--- src/rtl/traffic_pkg.sv ---
// rtl/traffic_pkg.sv - phase encoding and duration helpers for traffic_light_ctrl
package traffic_pkg;

    typedef enum logic [1:0] {
        RED        = 2'd0,
        RED_YELLOW = 2'd1,
        GREEN      = 2'd2,
        YELLOW     = 2'd3
    } phase_t;

    function automatic phase_t next_phase(input phase_t p);
        case (p)
            RED:        return RED_YELLOW;
            RED_YELLOW: return GREEN;
            GREEN:      return YELLOW;
            default:    return RED;
        endcase
    endfunction

    // Durations are passed in so each instance can carry its own parameter set.
    function automatic int unsigned phase_dur(
        input phase_t      p,
        input int unsigned t_red,
        input int unsigned t_red_yellow,
        input int unsigned t_green,
        input int unsigned t_yellow
    );
        case (p)
            RED:        return t_red;
            RED_YELLOW: return t_red_yellow;
            GREEN:      return t_green;
            default:    return t_yellow;
        endcase
    endfunction

    function automatic bit dur_ok(input int unsigned d, input int unsigned w);
        return (d >= 1) && (d < (32'd1 << w));
    endfunction

endpackage

--- src/rtl/traffic_light_ctrl_if.sv ---
// rtl/traffic_light_ctrl_if.sv - tick/request inputs and lamp outputs of the light controller
interface traffic_light_ctrl_if;
    logic       tick;
    logic       ped_req;
    logic       red;
    logic       yellow;
    logic       green;
    logic       ped_walk;
    logic [1:0] state_o;

    modport master (
        output tick, ped_req,
        input  red, yellow, green, ped_walk, state_o
    );

    modport slave (
        input  tick, ped_req,
        output red, yellow, green, ped_walk, state_o
    );
endinterface

--- src/rtl/phase_timer.sv ---
// rtl/phase_timer.sv - tick-gated in-phase counter with clear/load and terminal-count flag
module phase_timer #(
    parameter int unsigned W = 4
) (
    input  logic         clk,
    input  logic         reset,
    input  logic         tick,
    input  logic         clear,
    input  logic         load,
    input  logic [W-1:0] load_val,
    input  logic [W-1:0] limit,
    output logic [W-1:0] cnt,
    output logic         done
);

    always_ff @(posedge clk) begin
        if (reset || clear) begin
            cnt <= '0;
        end else if (load) begin
            cnt <= load_val;
        end else if (tick) begin
            cnt <= cnt + W'(1);
        end
    end

    assign done = (cnt == (limit - W'(1)));

endmodule

--- src/rtl/traffic_light_ctrl.sv ---
// rtl/traffic_light_ctrl.sv - Moore traffic light FSM with latched pedestrian requests
module traffic_light_ctrl
    import traffic_pkg::*;
#(
    parameter int unsigned W            = 4,
    parameter int unsigned T_RED        = 4,
    parameter int unsigned T_RED_YELLOW = 1,
    parameter int unsigned T_GREEN      = 4,
    parameter int unsigned T_GREEN_MIN  = 2,
    parameter int unsigned T_YELLOW     = 2
) (
    input logic                 clk,
    input logic                 reset,
    traffic_light_ctrl_if.slave bus
);

    localparam logic [W-1:0] GREEN_MIN_M1 = W'(T_GREEN_MIN - 1);
    localparam bit DUR_OK = dur_ok(T_RED, W) && dur_ok(T_RED_YELLOW, W) &&
                            dur_ok(T_GREEN, W) && dur_ok(T_GREEN_MIN, W) &&
                            dur_ok(T_YELLOW, W) && (T_GREEN_MIN <= T_GREEN);

    phase_t       state_q, state_d;
    logic         ped_pending_q, ped_pending_d;
    logic         walk_flag_q, walk_flag_d;
    logic [W-1:0] cnt;
    logic [W-1:0] limit;
    logic         done;
    logic         advance;
    logic         early_exit;

    assign limit = W'(phase_dur(state_q, T_RED, T_RED_YELLOW, T_GREEN, T_YELLOW));

    phase_timer #(.W(W)) u_timer (
        .clk      (clk),
        .reset    (reset),
        .tick     (bus.tick),
        .clear    (advance),
        .load     (1'b0),
        .load_val ('0),
        .limit    (limit),
        .cnt      (cnt),
        .done     (done)
    );

    always_ff @(posedge clk) begin
        if (reset) begin
            state_q       <= RED;
            ped_pending_q <= 1'b0;
            walk_flag_q   <= 1'b0;
        end else begin
            state_q       <= state_d;
            ped_pending_q <= ped_pending_d;
            walk_flag_q   <= walk_flag_d;
        end
    end

    always_comb begin
        state_d       = state_q;
        ped_pending_d = ped_pending_q;
        walk_flag_d   = walk_flag_q;
        advance       = 1'b0;
        early_exit    = (state_q == GREEN) && ped_pending_q && (cnt >= GREEN_MIN_M1);

        if (bus.tick && (done || early_exit)) begin
            advance = 1'b1;
            state_d = next_phase(state_q);
        end

        // A request seen while the current RED already shows walk is being served now.
        if (bus.ped_req && !((state_q == RED) && walk_flag_q)) begin
            ped_pending_d = 1'b1;
        end

        if (advance && (state_d == RED)) begin
            ped_pending_d = 1'b0;
            walk_flag_d   = ped_pending_q || bus.ped_req;
        end else if (advance && (state_q == RED)) begin
            walk_flag_d   = 1'b0;
        end
    end

    assign bus.red      = (state_q == RED) || (state_q == RED_YELLOW);
    assign bus.yellow   = (state_q == RED_YELLOW) || (state_q == YELLOW);
    assign bus.green    = (state_q == GREEN);
    assign bus.ped_walk = (state_q == RED) && walk_flag_q;
    assign bus.state_o  = state_q;

    always_ff @(posedge clk) begin
        assert (DUR_OK)
            else $error("traffic_light_ctrl: phase duration outside 1..2^W-1 or T_GREEN_MIN > T_GREEN");
    end

endmodule

--- src/flat_wrapper.sv ---
// flat-port wrapper written by rule: the top's interface ports become plain ports
module traffic_light_ctrl_flat import traffic_pkg::*;
#(
    parameter int unsigned W            = 4,
    parameter int unsigned T_RED        = 4,
    parameter int unsigned T_RED_YELLOW = 1,
    parameter int unsigned T_GREEN      = 4,
    parameter int unsigned T_GREEN_MIN  = 2,
    parameter int unsigned T_YELLOW     = 2
)
  (clk, reset, bus_tick, bus_ped_req, bus_red, bus_yellow, bus_green, bus_ped_walk, bus_state_o);
  traffic_light_ctrl_if bus_i ();
  input logic clk;
  input logic reset;
  input wire logic [$bits(bus_i.tick)-1:0] bus_tick;
  input wire logic [$bits(bus_i.ped_req)-1:0] bus_ped_req;
  output wire logic [$bits(bus_i.red)-1:0] bus_red;
  output wire logic [$bits(bus_i.yellow)-1:0] bus_yellow;
  output wire logic [$bits(bus_i.green)-1:0] bus_green;
  output wire logic [$bits(bus_i.ped_walk)-1:0] bus_ped_walk;
  output wire logic [$bits(bus_i.state_o)-1:0] bus_state_o;
  assign bus_i.tick = bus_tick;
  assign bus_i.ped_req = bus_ped_req;
  assign bus_red = bus_i.red;
  assign bus_yellow = bus_i.yellow;
  assign bus_green = bus_i.green;
  assign bus_ped_walk = bus_i.ped_walk;
  assign bus_state_o = bus_i.state_o;
  traffic_light_ctrl #(.W(W), .T_RED(T_RED), .T_RED_YELLOW(T_RED_YELLOW), .T_GREEN(T_GREEN), .T_GREEN_MIN(T_GREEN_MIN), .T_YELLOW(T_YELLOW)) u_core (.clk(clk), .reset(reset), .bus(bus_i));
endmodule
--- config.mk ---
export PLATFORM = sky130hd
export DESIGN_NAME = traffic_light_ctrl_flat
export DESIGN_NICKNAME = d
export VERILOG_FILES = /design/src/rtl/traffic_pkg.sv /design/src/rtl/traffic_light_ctrl_if.sv /design/src/rtl/phase_timer.sv /design/src/rtl/traffic_light_ctrl.sv /design/src/flat_wrapper.sv
export SDC_FILE = /design/constraint.sdc
export NUM_CORES = 1
export LEC_CHECK = 0
export ABC_AREA = 1
export CORE_MARGIN = 1.5
export CORE_UTILIZATION = 34
export CTS_CLUSTER_DIAMETER = 80
export DETAILED_ROUTE_END_ITERATION = 16
export HOLD_SLACK_MARGIN = 0.02
export PLACE_DENSITY = 0.55
export SLEW_MARGIN = 30
export SYNTH_ARGS = -nofsm -noshare
export SYNTH_HDL_FRONTEND = slang
export SYNTH_SLANG_ARGS = --single-unit
--- constraint.sdc ---
create_clock -name clk -period 1.9 [get_ports clk]
set_input_delay 0.19 -clock clk [delete_from_list [all_inputs] [get_ports clk]]
set_output_delay 0.19 -clock clk [all_outputs]
set_load 0.05 [all_outputs]
==> results of run 1 <==
-- cells by family after synthesis --
| kind of cell | Yosys count | share of synthesized area [%] |
|---|---|---|
| and+or+nand+nor | 43 | 37.7 |
| buffers and inverters | 16 | 11.6 |
| adders and majority gates | 8 | 16.6 |
| DFF | 8 | 26.5 |
| AOI/OAI and AO/OA | 7 | 6.21 |
| xor gates and xnor gates | 1 | 1.45 |
-- through the flow --
stage	instance area, um^2	total power [uW]
4_1_cts	727	431
2_1_floorplan	609	271
5_1_grt	727	451
3_5_place_dp	704	299
3_3_place_gp	704	297
6_report	727	425
-- per-layer routing --
layer | vias to the layer above | track usage, % | part of all wire (%)
met5 | - | 0 | 0
li1 | 279 | - | -
met3 | 2 | 3.60 | 2.8
met1 | 237 | 16.7 | 50
met4 | 0 | 8.82 | 1.3
met2 | 7 | 20.6 | 45
-- state kept, by name, summed over array words and instances, names as in the netlist --
signal / cells
u_core.u_timer.cnt: 4
u_core.walk_flag_q: 1
u_core.bus.state_o: 2
u_core.ped_pending_q: 1
-- final cells by class --
cell class | count | area, um^2 | area share [%]
multi-input combinational | 59 | 377 | 51.8
clock buffer | 3 | 22.5 | 3.10
timing repair buffer | 10 | 87.6 | 12.0
sequential | 8 | 163 | 22.4
tap | 17 | 21.3 | 2.93
inverter | 15 | 56.3 | 7.75
-- power by group --
part | internal [uW] | switching [uW]
logic | 41.1 | 67.4
clock network | 72.3 | 58.4
registers | 176 | 9.74
total | 290 | 136
-- synthesized netlist by cell type --
cell      count
nand3b_1      1
inv_2         3
dfxtp_1       8
nor2_1       10
xor2_1        1
nand2_2       2
nor3_2        1
o21a_1        1
or2_2         2
nand4_4       1
nand3_1       7
nand2_1      15
a21oi_1       4
clkbuf_8      1
o21ai_0       2
nand2_4       2
ha_1          8
inv_1        12
nor2_2        2
-- layout by cell type (no fill, tap or decap), types with 2 or more instances in the layout --
cell	instances
o21ai_0	2
ha_1	7
nand2_2	2
or2_2	2
clkbuf_4	3
clkdlybuf4s50_1	5
nand3_1	7
a21oi_1	4
nor2_2	2
buf_4	5
inv_2	3
nand2_4	2
inv_1	12
nor2_1	10
dfxtp_2	2
nand2_1	15
dfxtp_1	6
-- path summary, 6_finish.rpt --
path                                         to  slack (ns)  cells past startpoint
max             u_core.walk_flag_q$_SDFFE_PP0P_        0.26                     13
max reg2reg     u_core.walk_flag_q$_SDFFE_PP0P_        0.26                     13
min          u_core.u_timer.cnt[2]$_SDFFE_PP0P_        0.51                      2
min reg2reg  u_core.u_timer.cnt[2]$_SDFFE_PP0P_        0.51                      2
-- worst max-delay path: stages, from the launching register on --
cell and delay, ns:
dfxtp_2 0.37, inv_1 0.09, ha_1 0.25, nor2_1 0.19, nor2_1 0.06, nor2_1 0.13, nor2_2 0.05, nand2_2 0.08
nand2_4 0.07, nand3_1 0.07, nand2_1 0.05, nand2_1 0.05, nand2_1 0.06, nor2_2 0.07
==> metrics.md, run 1 <==
| Metric | Value |
|---|---|
| Nature of the critical path endpoint | `register` |
| Clock latency on the worst-skew pair | `between 0.2 and 0.3 ns` |
| Final worst setup slack | `~0.26 ns` |
| Top cells by area, synth | `dfxtp_1, ha_1, nand2_1, inv_1, nor2_1` |
| CP startpoint kind | `register` |
| Nets | `approximately 110` |
| Worst flop-to-flop path startpoint | `u_core.bus.state_o[0]$_SDFF_PP0_` |
| Number of nets still failing antenna checks after routing | `0` |
| Final Hold Fails | `0` |
| Layout cells sized above 1 | `25.3%` |
| Total GRT Usage | `13.5%` |
| Crit share post-route | `around 86%` |
| Maxcap violations | `0` |
| Clock Sinks | `8` |
| Synth warn | `0` |
| Cts hold-fix bufs | `0` |
| Critical Path AT | `about 1.8 ns` |
| Filler cells | `172` |
| Starting Density | `35.8%` |
| CTS tree | `yes` |
| Via/cell ratio | `4.69` |
| Die H | `45.2 um` |
| Root buf cell | `clkbuf_4` |
| Slew Viols, Final | `0` |
| CP Max Fanout | `5` |
| Resized Gates After CTS | `0` |
| WS Path Type | `register to register` |
| Yosys reg bits | `8` |
| Row Count | `15` |
| Routed length per instance | `about 10 um` |
| Final min period | `between 1.5 and 2 ns` |
| Post-Synthesis Cells | `83` |
| Worst Setup SP | `u_core.bus.state_o[0]$_SDFF_PP0_` |
| Final Core Density | `43.0%` |
| Path type of the worst min-delay path | `register to register` |
| Final HPWL DP | `929 um` |
| Outcome | `complete, no violations` |
| Largest net degree at the start of global routing | `10` |
| Diodes inserted | `0` |
| Die Wd | `45.2 um` |
| Syn Area/Cell | `around 7.3 um^2` |
| DRT iter0 DRCs | `6` |
| Area Overhead vs Synth | `20.3%` |
| Cts bufs inserted | `3` |
| Placed cell count | `109` |
| IO buf count | `9` |
| Seq/Total Area, Yosys | `approximately a quarter` |
| Via count | `around 530` |
| Setup tns final | `0 ns` |
| Synth unique cells | `19` |
| Syn_nets | `95` |
| Pwr Density | `~600 mW/mm^2` |
| Cell accounting for the most synthesized area | `dfxtp_1` |
| Final WL | `around 1100 um` |
| Core Area | `about 0.0017 mm^2` |
| Dpl ws | `between 0.2 and 0.3 ns` |
| Grt total ovfl | `0` |
| Static leakage | `0.000369 uW` |
| # H-tree levels | `1` |
| Vias in the first global route | `approximately 470` |
| Clock buffer depth | `2` |
| First-pass GRT wire length | `1920 um` |
| Antenna violations before repair | `0` |
| Remaining DRCs | `0` |
| Worst Path Required | `around 2.1 ns` |
| Min Hold Slack | `between 0.5 and 0.6 ns` |
| Mapped Area | `604 um^2` |
| Post-CTS Setup Inserts | `0` |
| RSZ-0062 raised after global routing | `no` |
| Final Skew | `0.00599 ns` |
| I/O pins | `10` |
| Top achievable clock speed | `between 600 and 700 MHz` |
| Hold Startpoint | `u_core.u_timer.cnt[2]$_SDFFE_PP0P_` |
| GP Congestion | `0.804` |
| Drt pass-1 iters | `4` |
| Worst Max-Slew Pin Slew | `0.493 ns` |
| Worst rel slew slack | `67.0%` |
| Non-Filler Instances | `112` |
| Final setup violation count | `0` |
| Post-synth top area share | `26.5%` |
| Worst-path clk slew | `approximately 0.060 ns` |
| Maximum vdd drop | `301 uV` |
| Die ar. | `a little over 0.002 mm^2` |
Power figures use the tool's default switching activity.
==> inputs of run 2 (changes only) <==
- RECOVER_POWER: not set -> 50
==> metrics.md, run 2 (synthesis results as in run 1) <==
| Metric | Value |
|---|---|
| Final min period | `1.74 ns (+0.104 ns)` |
| Pwr Density | `590 mW/mm^2 (+0.82%)` |
| Critical Path AT | `1.55 ns (-0.28 ns)` |
| Static leakage | `0.000370 uW (+0.37%)` |
| Placed cell areas | `704 um^2 (unchanged)` |
| Worst Max-Slew Pin Slew | `0.588 ns (+0.0949 ns)` |
| Multi-input logic area | `377 um^2 (unchanged)` |
| Root buf cell | `clkbuf_4` |
| Final worst setup slack | `0.161 ns (-0.104 ns)` |
| CTS tree | `yes` |
| Clock Sinks | `8 (unchanged)` |
| Crit share post-route | `91.5% (+5.5 points)` |
| I/O pins | `10 (unchanged)` |
| Die Wd | `45.2 um (unchanged)` |
| # H-tree levels | `1 (unchanged)` |
| GP Congestion | `0.804 (unchanged)` |
| CP Cell Sequence | `dlygate4sd3_1` |
| Sequential cell area | `161 um^2 (-0.77%)` |
| Crit path depth | `1 (-12)` |
| Commonest non-fill, non-tap cell in the layout | `nand2_1` |
| Diodes inserted | `0 (unchanged)` |
| Final Skew | `0.00662 ns (+0.000622 ns)` |
| Min Hold Slack | `0.509 ns (+0.00151 ns)` |
| Path type of the worst min-delay path | `register to register` |
| Max reg flops | `4 (unchanged)` |
| Starting Density | `35.8% (unchanged)` |
| Remaining DRCs | `0 (unchanged)` |
| Vias in the first global route | `469 (unchanged)` |
| Filler cells | `174 (+1.2%)` |
| Clock buffer depth | `2 (unchanged)` |
| Row Count | `15 (unchanged)` |
| Grt total ovfl | `0 (unchanged)` |
| Max stage delay on crit path | `0.90 ns (+0.53 ns)` |
| Final Hold Fails | `0 (unchanged)` |
| CP Max Fanout | `5 (unchanged)` |
| Area Overhead vs Synth | `19.0%` |
| Setup tns final | `0 ns (unchanged)` |
| First-pass GRT wire length | `1920 um (unchanged)` |
| Crit path max-delay cell type | `dlygate4sd3_1` |
| Layout cells sized above 1 | `23.2% (-2.1 points)` |
| Die H | `45.2 um (unchanged)` |
| CP startpoint kind | `register` |
| Crit path to | `bus_state_o[1]` |
| RSZ-0062 raised after global routing | `no` |
| Number of nets still failing antenna checks after routing | `0 (unchanged)` |
| Core Area | `0.00169 mm^2 (unchanged)` |
| R2r setup slk | `0.23 ns (-0.03 ns)` |
| Top achievable clock speed | `575 MHz (-6.0%)` |
| Resized Gates After CTS | `0 (unchanged)` |
| Reg with most FFs | `u_core.u_timer.cnt` |
| Maxcap violations | `0 (unchanged)` |
| Cts hold-fix bufs | `0 (unchanged)` |
| Routed length per instance | `10.0 um (-0.27%)` |
| Cts bufs inserted | `3 (unchanged)` |
| Clock latency on the worst-skew pair | `0.25 ns (about the same)` |
| Worst Path Required | `1.71 ns (-0.39 ns)` |
| Design Area, Final | `719 um^2 (-1.0%)` |
| Final Core Density | `42.6% (-0.44 points)` |
| IO buf count | `9 (unchanged)` |
| Dpl ws | `0.273 ns (unchanged)` |
| Commonest cells after routing, fill and taps aside | `nand2_1, inv_1, nor2_1` |
| Die ar. | `0.00204 mm^2 (unchanged)` |
| Post-CTS Setup Inserts | `0 (unchanged)` |
| Maximum vdd drop | `303 uV (+0.44%)` |
| Worst r2r path cells | `13 (unchanged)` |
| Final WL | `1120 um (-0.27%)` |
| Worst Setup SP | `u_core.bus.state_o[1]$_SDFF_PP0_` |
| Worst rel slew slack | `61.0% (-6.1 points)` |
| Via count | `528 (+0.57%)` |
| WS Path Type | `register to output port` |
| Antenna violations before repair | `0 (unchanged)` |
| Slew Viols, Final | `0 (unchanged)` |
| Nets | `109 (unchanged)` |
| Largest net degree at the start of global routing | `10 (unchanged)` |
| Outcome | `complete, no violations` |
| Via/cell ratio | `4.71 (+0.57%)` |
| Drt pass-1 iters | `4 (unchanged)` |
| Worst flop-to-flop path startpoint | `u_core.bus.state_o[1]$_SDFF_PP0_` |
| Bufs and invs on worst path | `1 (unchanged)` |
| Final setup violation count | `0 (unchanged)` |
| Total GRT Usage | `13.5% (unchanged)` |
| Delay-heaviest family, CP | `buffers and inverters` |
| Nature of the critical path endpoint | `output port` |
| DRT iter0 DRCs | `6 (unchanged)` |
| Final HPWL DP | `929 um (unchanged)` |
| Worst-path clk slew | `0.06 ns (about the same)` |
| Crit Reg-Reg Endpoint | `u_core.walk_flag_q$_SDFFE_PP0P_` |
[run 2: cell count changes in the layout (fill, tap and decap cells not counted), sizes merged]
cell,delta
buf,-2
clkbuf,+2
clkdlybuf4s50,-2
dlygate4sd3,+2
[run 2: through the flow]
stage / std cells / power [uW]
after global routing: 112 / 449
after global placement: 109 / 297
final: 112 / 424
after detailed placement: 109 / 299
after floorplan: 83 / 271
after CTS: 112 / 431
[run 2: final cells by class]
class                           count  area share [%]
Sequential cell                     8            22.4
Inverter                           15            7.83
Timing Repair Buffer               10            11.3
Multi-Input combinational cell     59            52.3
Tap cell                           17            2.96
Clock buffer                        3            3.13
[run 2: how the worst min path moves through the flow]
stage,startpoint,end,slack [ns],cells after the start
2_1_floorplan,reset,u_core.bus.state_o[0]$_SDFF_PP0_,0.40,3
5_1_grt,u_core.u_timer.cnt[2]$_SDFFE_PP0P_,u_core.u_timer.cnt[2]$_SDFFE_PP0P_,0.55,2
3_3_place_gp,u_core.u_timer.cnt[2]$_SDFFE_PP0P_,u_core.u_timer.cnt[2]$_SDFFE_PP0P_,0.52,2
4_1_cts,u_core.u_timer.cnt[2]$_SDFFE_PP0P_,u_core.u_timer.cnt[2]$_SDFFE_PP0P_,0.52,2
3_5_place_dp,u_core.u_timer.cnt[2]$_SDFFE_PP0P_,u_core.u_timer.cnt[2]$_SDFFE_PP0P_,0.51,2
6_report,u_core.u_timer.cnt[2]$_SDFFE_PP0P_,u_core.u_timer.cnt[2]$_SDFFE_PP0P_,0.51,2
[run 2: routing by layer]
layer  vias up  global-route usage, %  share of wire (%)
met4         0                   8.82                1.3
met1       240                   16.7                 50
met2         7                   20.6                 45
met3         2                   3.60                2.8
li1        279                      -                  -
met5         -                      0                  0
[run 2: worst register-to-register path: stages (launching register included)]
cell	delay (ns)
dfxtp_1	0.40
inv_1	0.11
ha_1	0.24
nor2_1	0.18
nor2_1	0.06
nor2_1	0.13
nor2_2	0.05
nand2_2	0.08
nand2_4	0.07
nand3_1	0.07
nand2_1	0.05
nand2_1	0.05
nand2_1	0.06
nor2_2	0.07
[run 2: power by group]
group          total (uW)  leakage [uW]  internal (uW)  switching [uW]
sequential            186     0.0000657            176            9.69
combinational         107      0.000291           39.7            67.4
clock                 131     0.0000138           72.4            59.1
total                 424      0.000370            288             136
==> inputs of run 3 (changes only) <==
- CTS_BUF_LIST: not set -> sky130_fd_sc_hd__clkbuf_16
- PLACE_DENSITY: 0.55 -> 0.52
- TNS_END_PERCENT: not set -> 30
==> metrics.md, run 3 (synthesis results as in run 1) <==
| Metric | Value |
|---|---|
| Maximum vdd drop | `353 uV (+17%)` |
| Outcome | `complete, no violations` |
| Remaining DRCs | `0 (unchanged)` |
| Final setup violation count | `0 (unchanged)` |
| Root buf cell | `clkbuf_16` |
| Cts bufs inserted | `3 (unchanged)` |
| Placed cell count | `108 (-0.92%)` |
| Worst Max-Slew Pin Slew | `0.588 ns (+0.0000679 ns)` |
| Row Count | `15 (unchanged)` |
| Critical Path AT | `1.47 ns (-0.08 ns)` |
| Largest net degree at the start of global routing | `10 (unchanged)` |
| Grt total ovfl | `0 (unchanged)` |
| Final Skew | `0.000613 ns (-0.00600 ns)` |
| Cts hold-fix bufs | `0 (unchanged)` |
| I/O pins | `10 (unchanged)` |
| Maxcap violations | `0 (unchanged)` |
| Static leakage | `0.000388 uW (+4.9%)` |
| Nets | `108 (-0.92%)` |
| RSZ-0062 raised after global routing | `no` |
| M2 GR Usage | `20.0% (-0.57 points)` |
| Commonest cells after routing, fill and taps aside | `nand2_1, inv_1, nor2_1` |
| Routed length per instance | `10.6 um (+6.2%)` |
| Worst rel slew slack | `61.0% (about the same)` |
| Min Hold Slack | `0.511 ns (+0.00206 ns)` |
| Clock Sinks | `8 (unchanged)` |
| Setup tns final | `0 ns (unchanged)` |
| CP Cell Sequence | `dlygate4sd3_1` |
| Path type of the worst min-delay path | `register to register` |
| CP startpoint kind | `register` |
| # H-tree levels | `1 (unchanged)` |
| Final Hold Fails | `0 (unchanged)` |
| Via count | `515 (-2.5%)` |
| Layer carrying the most global-route usage | `met2` |
| Antenna violations before repair | `0 (unchanged)` |
| Total GRT Usage | `14.5% (+0.93 points)` |
| Met1 usage | `20.0% (+3.2 points)` |
| Via/cell ratio | `4.64 (-1.6%)` |
| Crit share post-route | `87.2% (-4.4 points)` |
| CTS tree | `yes` |
| Drt pass-1 iters | `4 (unchanged)` |
| Commonest non-fill, non-tap cell in the layout | `nand2_1` |
| Vias in the first global route | `459 (-2.1%)` |
| GP Congestion | `0.693 (-14%)` |
| Worst Path Required | `1.71 ns (about the same)` |
| Clock buffer depth | `2 (unchanged)` |
| Die ar. | `0.00204 mm^2 (unchanged)` |
| Die H | `45.2 um (unchanged)` |
| Delay-heaviest family, CP | `buffers and inverters` |
| M3 GR Usage | `3.60% (unchanged)` |
| Layout cells sized above 1 | `23.4% (+0.25 points)` |
| Clock latency on the worst-skew pair | `0.23 ns (-0.02 ns)` |
| Final WL | `1180 um (+5.3%)` |
| Core Area | `0.00169 mm^2 (unchanged)` |
| Area Overhead vs Synth | `26.3%` |
| IO buf count | `9 (unchanged)` |
| Diodes inserted | `0 (unchanged)` |
| Non-Filler Instances | `111 (-0.89%)` |
| Post-CTS Setup Inserts | `0 (unchanged)` |
| Max stage delay on crit path | `0.88 ns (-0.02 ns)` |
| DRT iter0 DRCs | `4 (-2)` |
| CP Max Fanout | `5 (unchanged)` |
| Slew Viols, Final | `0 (unchanged)` |
| Final min period | `1.66 ns (-0.0830 ns)` |
| Reg with most FFs | `u_core.u_timer.cnt` |
| Number of nets still failing antenna checks after routing | `0 (unchanged)` |
| Resized Gates After CTS | `0 (unchanged)` |
| Pwr Density | `849 mW/mm^2 (+44%)` |
| Filler cells | `181 (+4.0%)` |
| WS Path Type | `register to output port` |
| Die Wd | `45.2 um (unchanged)` |
| Top achievable clock speed | `604 MHz (+5.0%)` |
| Crit path max-delay cell type | `dlygate4sd3_1` |
| First-pass GRT wire length | `2110 um (+10%)` |
| Bufs and invs on worst path | `1 (unchanged)` |
| Max reg flops | `4 (unchanged)` |
| Final HPWL DP | `898 um (-3.3%)` |
| Starting Density | `35.8% (unchanged)` |
| Worst-path clk slew | `0.04 ns (-0.02 ns)` |
| Nature of the critical path endpoint | `output port` |
-- run 3: cell type report --
type	instances	area, um^2	area share (%)
Tap cell	17	21.3	2.79
Clock buffer	3	75.1	9.84
Timing Repair Buffer	9	71.3	9.34
Inverter	15	56.3	7.38
Sequential cell	8	163	21.3
Multi-Input combinational cell	59	377	49.3
-- run 3: report_power, final --
part / internal, uW / total (uW) / switching (uW)
clock network: 272 / 356 / 84.8
registers: 177 / 187 / 9.49
logic: 37.6 / 105 / 67.3
total: 486 / 648 / 162
-- run 3: final timing paths --
| path | end | cells past startpoint | slack [ns] | start |
|---|---|---|---|---|
| max | bus_state_o[1] | 1 | 0.24 | u_core.bus.state_o[1]$_SDFF_PP0_ |
| min | u_core.u_timer.cnt[2]$_SDFFE_PP0P_ | 2 | 0.51 | u_core.u_timer.cnt[2]$_SDFFE_PP0P_ |
| max reg2reg | u_core.walk_flag_q$_SDFFE_PP0P_ | 13 | 0.28 | u_core.bus.state_o[0]$_SDFF_PP0_ |
| min reg2reg | u_core.u_timer.cnt[2]$_SDFFE_PP0P_ | 2 | 0.51 | u_core.u_timer.cnt[2]$_SDFFE_PP0P_ |
-- run 3: layer usage --
| layer | up-vias | wire length [um] | share of wire (%) |
|---|---|---|---|
| met5 | - | 0 | 0 |
| met4 | 0 | 10 | 0.85 |
| met3 | 2 | 48 | 4.1 |
| met2 | 11 | 520 | 44 |
| met1 | 223 | 600 | 51 |
| li1 | 279 | - | - |
-- run 3: per-stage QoR --
stage / area [um^2] / total power [uW] / worst slack (ns) / util [%]
6_report: 763 / 648 / 0.244 / 45.2
5_1_grt: 763 / 679 / 0.0707 / 45.2
4_1_cts: 772 / 657 / 0.253 / 45.7
3_5_place_dp: 697 / 296 / 0.285 / 41.3
3_3_place_gp: 697 / 295 / 0.284 / 41.3
2_1_floorplan: 609 / 271 / 0.137 / -
==> variant: new RTL, settings of run 3 <==
Make the reset (`reset`) asynchronous in one clocked block.
--- a/src/rtl/traffic_light_ctrl.sv
+++ b/src/rtl/traffic_light_ctrl.sv
@@ -42,7 +42,7 @@
         .done     (done)
     );
 
-    always_ff @(posedge clk) begin
+    always_ff @(posedge clk or posedge reset) begin
         if (reset) begin
             state_q       <= RED;
             ped_pending_q <= 1'b0;
Function: differs if reset is asserted again (counterexample within 10 cycles, from zero or initial values and one cycle with reset high); with reset held inactive, the same outputs for 10 cycles.
==> variant against run 3 <==
- area after synthesis is 0.62% lower
- critical path depth unchanged
- wire length is 5.9% lower
- largest cell class unchanged
- sequential cell count stayed put
- maximum frequency down 2.3%
- worst setup slack worse by 40 ps
- highest routed layer unchanged
- design area rose by 1.3%
- sequential share of layout area grew 2.3 points
- worst hold slack worse by 220 ps
Power is not compared: it rests on default switching activity, and its combinational part moved more than twofold at a synthesized area within 25%.
==> variant: results (changes against run 3) <==
- Status: completed (unchanged)
- Overall Power: 1.341 mW
- Fraction of the mapped netlist area in compound gates: 4.167% (was 6.211%)
- Top post-synthesis cells by area: dfrtp_1 17%, ha_1 17%, dfxtp_1 13%, nand2_1 10%, inv_1 8.8% (was dfxtp_1 27%, ha_1 17%, nand2_1 9.3%, inv_1 7.5%, nor2_1 6.2%)
- Commonest cells in the netlist: 16 x nand2_1, 14 x inv_1, 10 x nor2_1, 8 x ha_1, 5 x nand3_1 (was 15 x nand2_1, 12 x inv_1, 10 x nor2_1, 8 x dfxtp_1, 8 x ha_1)
- Global-route wire length before repair: 1883 um (was 2111 um)
- Final WL: 1110 um (was 1180 um)
- #MultiIn Comb: 56 (was 59)
- CP peak stage delay: 880 ps (about the same)
- Areal power density over the cells: 1735 mW/mm^2
- Remaining DRCs: 0 (unchanged)
- YS warnings: 0 (unchanged)
- Worst hold path class: in -> async (was reg -> reg)
- Seq/Total Area, Yosys: 30.00% (was 26.50%)
- RePlAce Congestion: 0.7387 (was 0.6932)
- Number of DRC markers in iteration 0: 6 (was 4)
- Share of cells above drive strength 1: 18.48% (was 23.40%)
- Peak VDD IR: 0.0009746 V
- Setup slack at placement: 242.1 ps (was 285.0 ps)
- EDFF count, synth: 0 (unchanged)
- Reg2reg start: u_core.bus.state_o[1] (was u_core.bus.state_o[0])
- Adder-cell share of the synthesized area: 16.67% (was 16.56%)
- DP HPWL: 912.1 um (was 898.1 um)
- Slew HR: 60.82% (was 60.95%)
- # port buffers: 9 (unchanged)
- Final Cycle Share: 89.25% (was 87.16%)
- XOR/XNOR Fraction of Synth Area: 1.458% (was 1.449%)
- Clk tree area frac: 10.19% (was 9.836%)
- Placed insts: 105 (was 108)
- Syn Inst Count: 80 (was 83)
- Longest Clk Path Bufs: 2 (unchanged)
- Root Buffer: clkbuf_16 (unchanged)
- Multi-input gate area: 355.3 um^2 (was 376.6 um^2)
- Dominant kind of cell: multi-input gates (unchanged)
- Reg2reg path depth: 10 (was 13)
- WP data arrival: 1510 ps (was 1470 ps)
- Vias in the first global route: 441 (was 459)
- Total track usage: 13.13% (was 14.47%)
- Register Area: 182.7 um^2 (was 162.7 um^2)
- Async set or reset register ratio after synthesis: 50.00% (was 0%)
- Final hold slack: 289.2 ps (was 510.8 ps)
- Synth unique cells: 20 (was 19)
- Post-DR wirelength/cell: 10.18 um (was 10.63 um)
- Pin count of the biggest net entering global routing: 9 (was 10)
- Via density: 4.596 (was 4.640)
- Largest delay share family, worst path: buffers and inverters (unchanged)
- Cts repair resizes: 0 (unchanged)
- Max FFs per register: 4 (unchanged)
- Skew final: 2.831 ps (was 0.6130 ps)
- Net count after synthesis: 92 (was 95)
- NonClk Buf Share: 10.19% (was 9.344%)
- P_int: 0.7111 mW
- Detailed Routing Iterations Pass 1: 4 (unchanged)
- Final net count: 105 (was 108)
- Full die area: 0.002028 mm^2 (was 0.002039 mm^2)
- Reg2Reg Capture Point: u_core.u_timer.cnt[1] (was u_core.walk_flag_q)
- Placement Cell Area: 720.7 um^2 (was 696.9 um^2)
- Filler cells: 166 (was 181)
-- variant: worst max path at each step --
stage / startpoint / end / cells past startpoint
6_report: u_core.bus.state_o[1] / bus_state_o[1] / 1
2_1_floorplan: u_core.bus.state_o[0] / u_core.u_timer.cnt[2] / 11
5_1_grt: u_core.bus.state_o[1] / u_core.u_timer.cnt[1] / 11
4_1_cts: u_core.bus.state_o[1] / u_core.u_timer.cnt[1] / 10
3_3_place_gp: u_core.bus.state_o[0] / u_core.u_timer.cnt[2] / 11
3_5_place_dp: u_core.bus.state_o[1] / u_core.u_timer.cnt[1] / 10
-- variant: per-layer routing --
metal | routed length, um | vias up | track usage, %
met4 | 12 | 0 | 5.294
met1 | 592 | 224 | 18.97
li1 | - | 267 | -
met5 | 0 | - | 0
met2 | 466 | 8 | 17.43
met3 | 39 | 2 | 4.800
